## config.mk

```make
export PLATFORM = sky130hd
export DESIGN_NAME = mano_seq_timer
export DESIGN_NICKNAME = d
export VERILOG_FILES = /design/src/rtl/mano_seq_timer.sv
export SDC_FILE = /design/constraint.sdc
export NUM_CORES = 1
export LEC_CHECK = 0
export CAP_MARGIN = 20
export CELL_PAD_IN_SITES_DETAIL_PLACEMENT = 1
export CELL_PAD_IN_SITES_GLOBAL_PLACEMENT = 2
export CORE_UTILIZATION = 16
export DETAILED_ROUTE_END_ITERATION = 10
export PLACE_DENSITY = 0.76
export SLEW_MARGIN = 0
export SYNTH_ARGS = -nofsm -noshare
export SYNTH_HDL_FRONTEND = slang
export SYNTH_SLANG_ARGS = --single-unit
```

## constraint.sdc

```tcl
create_clock -name clk -period 1.49 [get_ports clk]
set_clock_uncertainty 0.05 [all_clocks]
set_input_delay 0.2235 -clock clk [delete_from_list [all_inputs] [get_ports clk]]
set_output_delay 0.2235 -clock clk [all_outputs]
set_load 0.005 [all_outputs]
```

## src/rtl/mano_seq_timer.sv

```systemverilog
// mano_seq_timer: sequence counter and instruction-decode stage of the basic
// computer. Produces one-hot timing T0..T5, the registered opcode decode D0..D7
// and the latched indirect bit I.
// Optional feature macro: MANO_SEQ_INT_EN hosts the interrupt-cycle flip-flop R.
// Without it, R is held at 0 and ien/fgi/fgo/int_clr are ignored.
module mano_seq_timer (
    input  logic        clk,
    input  logic        rst,
    input  logic        run,
    input  logic        sc_clr,
    input  logic [15:0] ir,
    input  logic        ien,
    input  logic        fgi,
    input  logic        fgo,
    input  logic        int_clr,
    output logic [5:0]  T,
    output logic [7:0]  D,
    output logic        I,
    output logic        R,
    output logic        seq_err
);

    localparam logic [2:0] SC_T0 = 3'd0;
    localparam logic [2:0] SC_T2 = 3'd2;
    localparam logic [2:0] SC_T5 = 3'd5;

    logic [2:0] r_sc;
    logic [2:0] w_sc_nxt;
    logic       w_overrun;
    logic       w_decode_en;
    logic [7:0] r_d;
    logic       r_i;
    logic       r_int;
    logic       r_seq_err;
    logic       w_unused;

    // One-hot decode of the 3-bit opcode field.
    function automatic logic [7:0] opcode_onehot(input logic [2:0] op);
        logic [7:0] v;
        v = 8'h00;
        v[op] = 1'b1;
        return v;
    endfunction

    // Sequence counter state register.
    always_ff @(posedge clk) begin
        if (rst) begin
            r_sc <= SC_T0;
        end else begin
            r_sc <= w_sc_nxt;
        end
    end

    // Next step: halt > clear > overrun wrap > increment. Any value past T5
    // is treated as an overrun so the counter always recovers to T0.
    always_comb begin
        w_sc_nxt  = r_sc;
        w_overrun = 1'b0;
        if (!run) begin
            w_sc_nxt = r_sc;
        end else if (sc_clr) begin
            w_sc_nxt = SC_T0;
        end else if (r_sc >= SC_T5) begin
            w_sc_nxt  = SC_T0;
            w_overrun = 1'b1;
        end else begin
            w_sc_nxt = r_sc + 3'd1;
        end
    end

    // Timing outputs: one-hot of the current step.
    always_comb begin
        case (r_sc)
            3'd0:    T = 6'b000001;
            3'd1:    T = 6'b000010;
            3'd2:    T = 6'b000100;
            3'd3:    T = 6'b001000;
            3'd4:    T = 6'b010000;
            3'd5:    T = 6'b100000;
            default: T = 6'b000001;
        endcase
    end

    // Decode happens only on a live edge leaving T2 that is neither cleared
    // nor inside an interrupt cycle.
    always_comb begin
        w_decode_en = run & ~sc_clr & ~r_int & (r_sc == SC_T2);
    end

    // Opcode decode and indirect-bit latch; held at all other times.
    always_ff @(posedge clk) begin
        if (rst) begin
            r_d <= 8'h00;
            r_i <= 1'b0;
        end else if (w_decode_en) begin
            r_d <= opcode_onehot(ir[14:12]);
            r_i <= ir[15];
        end else begin
            r_d <= r_d;
            r_i <= r_i;
        end
    end

    // Overrun flag: high for the single T0 cycle that follows a T5 wrap.
    always_ff @(posedge clk) begin
        if (rst) begin
            r_seq_err <= 1'b0;
        end else begin
            r_seq_err <= w_overrun;
        end
    end

`ifdef MANO_SEQ_INT_EN
    // Interrupt-cycle flip-flop: set from T3 onward on a pending flag, clear wins.
    always_ff @(posedge clk) begin
        if (rst) begin
            r_int <= 1'b0;
        end else if (!run) begin
            r_int <= r_int;
        end else if (int_clr) begin
            r_int <= 1'b0;
        end else if (ien && (fgi || fgo) && (r_sc > SC_T2)) begin
            r_int <= 1'b1;
        end else begin
            r_int <= r_int;
        end
    end

    assign w_unused = ^ir[11:0];
`else
    // Interrupt cycle not hosted here: flag stays cleared.
    always_ff @(posedge clk) begin
        if (rst) begin
            r_int <= 1'b0;
        end else begin
            r_int <= 1'b0;
        end
    end

    assign w_unused = ^{ien, fgi, fgo, int_clr, ir[11:0]};
`endif

    assign D       = r_d;
    assign I       = r_i;
    assign R       = r_int;
    assign seq_err = r_seq_err;

endmodule

```

Word level (Yosys, flattened, before mapping)
Index checks and enable logic that the tools add are counted.
Storage, ports and cells
  register bits after elaboration: 13
  bits of input ports: 24
  output and inout bits: 17
Operators by class
  add/sub/neg operators: 1
  order comparisons: 3
  equal/unequal tests: 5
  mux-type cells: 6
  bitwise operators: 4
  reduce and logical (&&, ||, !) cells: 2
Operators by type and width (count)
  one-hot mux 6 bit (5 select lines): 1
  equality test 3 x 2 -> 1 bit, second input constant: 2
  equality test 3 bit, second input constant: 2
  2-to-1 mux 3 bit: 2
  < comparator 3 x 4 -> 1 bit, second input constant: 1
  adder 3 x 1 -> 3 bit, second input constant: 1
  demux 1 bit (select 3 bit): 1
  equality test 3 x 1 -> 1 bit, second input constant: 1
  >= comparator 3 x 1 -> 1 bit, second input constant: 1
  >= comparator 3 bit, second input constant: 1
  OR reduction 3 bit: 1
  bitwise AND 1 bit: 2
  2-to-1 mux 1 bit: 2
  NOT 1 bit: 2
  logical AND 1 bit: 1

Logic depth before layout (Yosys ltp)
  word-level depth: 4
  depth in mapped cells: 6

Least setup slack after synthesis
Ideal clock, no wire load.
  kind: reg-to-reg
  from: register r_sc[0]
  to: register r_d[4] (netlist: D[4])
  library setup time: 70 ps
  data arrival time: 1400 ps
  slack: -30 ps
  stages on the path, launching flop included: 7
  buffers on the path: 1
  cells stage by stage: dfxtp_1 -> inv_1 -> ha_1 -> nand4bb_1 -> buf_2 -> or4b_1 -> a21oi_1
On the way
  longest elaborated chain between the ends: 2
RTL lines
  from (decl): RTL line 27  | logic [2:0] r_sc;
  from (signal assigned): RTL line 50  | r_sc <= w_sc_nxt;
  equality test 3 x 2 -> 1 bit: RTL line 87  | w_decode_en = run & ~sc_clr & ~r_int & (r_sc == SC_T2);
  bitwise AND 1 bit: RTL line 87
  to (signal assigned): RTL line 96  | r_d <= opcode_onehot(ir[14:12]);
  to (signal assigned): RTL line 99  | r_d <= r_d;
  to (decl): RTL line 31  | logic [7:0] r_d;
No other way between the ends.
A chain may end at the register's enable or synchronous reset.

Worst setup path after layout
  from: register r_sc[1]
  to: output T[0]
On the way
  longest elaborated chain between the ends: 2
  elaborated cells on any way between the ends: 6
  those cells by class: eq/ne: 5; mux: 1
RTL lines
  equality test 3 bit, or another cell as far along: RTL line 73  | case (r_sc)
  one-hot mux 6 bit (5 select lines) (*): RTL line 73
  to (decl): RTL line 16  | output logic [5:0] T,
Every way passes the cells marked *; elsewhere a longest branch is shown, timed or not.

==> flow_summary_export.csv <==
group,metric,value,unit
setup_path,path_buf_inv,2,
clocking,numCtsBuffers,3,
clocking,clock_path_buffers,2,
route,first_pass_iters,2,
route,drt-total-wl,2.00,mm
cells_and_area,synthToLayoutAreaGrowth,86.0,%
setup_path,cp.required,1220,ps
timing,fin_crit_sh,110,%
cells_and_area,fin_nets,146,
clocking,cts_tree,"done",
route,ant_nets,0,
clocking,clk_pin_slew,60,ps
timing,finalSetupViolations,5,
floorplan,start_util,17.1,%
timing,rsz0062_at_grt,"yes",
placed_design,hpwlAfterDp,1.43,mm
timing,worst_slack,-155,ps
power,vdd_drop_max,0.562,mV
timing,fmax,608,MHz
synthesis,ys_types,24,
setup_path,max_stage_delay,350,ps
global_routing,grt.overflow.total,0,
clocking,clock-sinks,13,
cells_and_area,n_antenna_cell,0,
synthesis,ys_warn_count,0,
clocking,postCtsHoldBufs,0,
synthesis,syn_area_per_cell,8.45,sq um
timing,drv_slew,0,
cells_and_area,final_cell_area,1190,sq um
setup_path,path_delay_family,"flip-flops",
global_routing,grt_pass1_vias,690,
cells_and_area,utilization,31.9,%
synthesis,synth-async-reset-ratio,0,%
floorplan,rows,22,
timing,tns,-420,ps
global_routing,grt_pass1_wl,3.15,mm
synthesis,ys_seq_area_share,40.5,%
power,p_leak,0.000434,uW
run_status,status,"finished, violations left",
run_status,violations,"setup timing",
cells_and_area,fin_cells,164,
clocking,root_buffer,"clkbuf_8",
synthesis,synthesis.area,642,sq um
synthesis,syn-num-nets,105,
timing,finalCriticalPeriod,1640,ps
route,vias_per_cell,4.19,
power,power_density,647,nW/um^2
route,wl_per_cell,12.2,um
placed_design,dpl-instance-area,1020,sq um
setup_path,start_kind,"flop",
setup_path,crit_chain,"buf_4 -> ha_4 -> nor2b_4 -> nor4_2 -> buf_2",
clocking,insertion_delay,240,ps
global_routing,antenna_found_initial,0,
route,drc,0,
route,drt_iter0_drc,1,
synthesis,synth_ff_type,"dfxtp_1",
floorplan,core_region_area,3740,sq um
floorplan,dieArea,4270,sq um
global_routing,grt_use_total,9.69,%
floorplan,die_y,65.3,um
synthesis,synth_enable_flop_cells,0,
setup_path,cp.arrival,1370,ps
synthesis,ys_ff_latch,13,
job,maxCapViolCount,0,
global_routing,grt_max_degree,13,
setup_path,path_class,"reg -> out",
floorplan,die_w,65.3,um
setup_path,slowest_stage,"dfxtp_4",
placed_design,port_buffers,23,
setup_path,worstSetupEndpointType,"output pin",
synthesis,synthCells,76,
route,route.vias.total,687,
setup_path,crit_fanout,4,
clocking,htreeDepth,1,
placed_design,dp_cells,156,
floorplan,pin_count,41,
min_path,hp-class,"reg -> reg",
timing,finalHoldViolCount,0,
placed_design,finalWeightedCongestion,0.842,
cells_and_area,drive_above_1_share,40.5,%
==> what timing repair did <==
action | 4_1_cts | 5_1_grt
setup buffers | 4 | 1
gates resized for setup | 39 | 10
pin swaps | 5 | 4
endpoints found under the setup margin | 14 | 19
==> power by group <==
part,internal (uW),leakage [uW],switching (uW),total [uW]
combinational,56.8,0.000302,45.6,102
clock,185,0.0000255,133,318
sequential,348,0.000106,3.21,351
total,590,0.000434,182,772
==> worst paths after layout <==
| path | start | endpoint | slack (ps) | depth (start not counted) |
|---|---|---|---|---|
| worst max register to register | r_sc[0] | D[4] | -70 | 6 |
| worst max-delay path | r_sc[1] | T[0] | -150 | 5 |
| worst min-delay path | D[3] | D[3] | 400 | 2 |
| worst min register to register | D[3] | D[3] | 400 | 2 |
==> placed cells by master (no fill, tap or decap), types with 5 or more instances in the layout <==
| cell | synthesis | routed |
|---|---|---|
| clkdlybuf4s50_1 | 0 | 16 |
| buf_4 | 1 | 16 |
| dfxtp_1 | 13 | 11 |
| nand2_1 | 10 | 10 |
| a21oi_1 | 12 | 7 |
| a21oi_2 | 0 | 5 |
==> Yosys cell counts, types with 2 or more instances <==
| cell | count | area, sq um |
|---|---|---|
| clkbuf_1 | 3 | 11.3 |
| a21oi_1 | 12 | 60.1 |
| nand3_1 | 4 | 20.0 |
| nand2b_1 | 2 | 12.5 |
| nor2b_1 | 2 | 12.5 |
| nor2_1 | 4 | 15.0 |
| and2_1 | 2 | 12.5 |
| inv_1 | 3 | 11.3 |
| nand2_1 | 10 | 37.5 |
| nand4b_1 | 4 | 35.0 |
| dfxtp_1 | 13 | 260 |
| ha_1 | 5 | 62.6 |
==> metal layers <==
| layer | vias to the layer above | part of all wire (%) | GRT usage (%) |
|---|---|---|---|
| met5 | - | 0 | 0 |
| met4 | 0 | 0 | 0.815 |
| met3 | 0 | 5.5 | 3.13 |
| met2 | 20 | 54 | 18.2 |
| met1 | 327 | 41 | 10.9 |
| li1 | 340 | - | - |
==> worst reg2reg max path: cells and delay by family, from the launching register on <==
| family | cells | cell delay [ps] |
|---|---|---|
| AO/OA/AOI/OAI | 1 | 130 |
| adder cells (fa/ha/maj) | 1 | 150 |
| buffers and inverters | 2 | 200 |
| flip-flops | 1 | 360 |
| AND/OR/NAND/NOR | 2 | 600 |
==> registers in the layout, indices dropped and copies added (netlist names) <==
name     flops
r_sc         3
D            8
seq_err      1
I            1
==> cells by family (layout without fill, tap and decap cells) <==
logic type / count (synthesis) / after routing / share of synthesized area, %
AOI/OAI and AO/OA: 13 / 13 / 10.5
adders and majority gates: 5 / 5 / 9.75
other: 1 / 1 / 0.584
and+or+nand+nor: 36 / 36 / 33.1
DFF: 13 / 13 / 40.5
buffers and inverters: 8 / 48 / 5.46
==> cell type report <==
| cell class | instances | area [sq um] |
|---|---|---|
| fillers | 460 | 2550 |
| multi-input cells | 55 | 460 |
| repair buffers | 41 | 345 |
| flip-flops and latches | 13 | 268 |
| well taps | 48 | 60.1 |
| clock buffers | 3 | 41.3 |
| inverters | 3 | 13.8 |
| clock inverters | 1 | 5.00 |
==> per-stage QoR <==
step                total power, uW  setup WS [ps]  hold slack, ps
floorplan                       387           10.3             243
global placement                444           -272             396
detailed placement              447           -352             398
CTS                             779           -175             409
global route                    813           -205             420
finish                          772           -155             403
No activity file was read; power rests on OpenSTA's default activity.
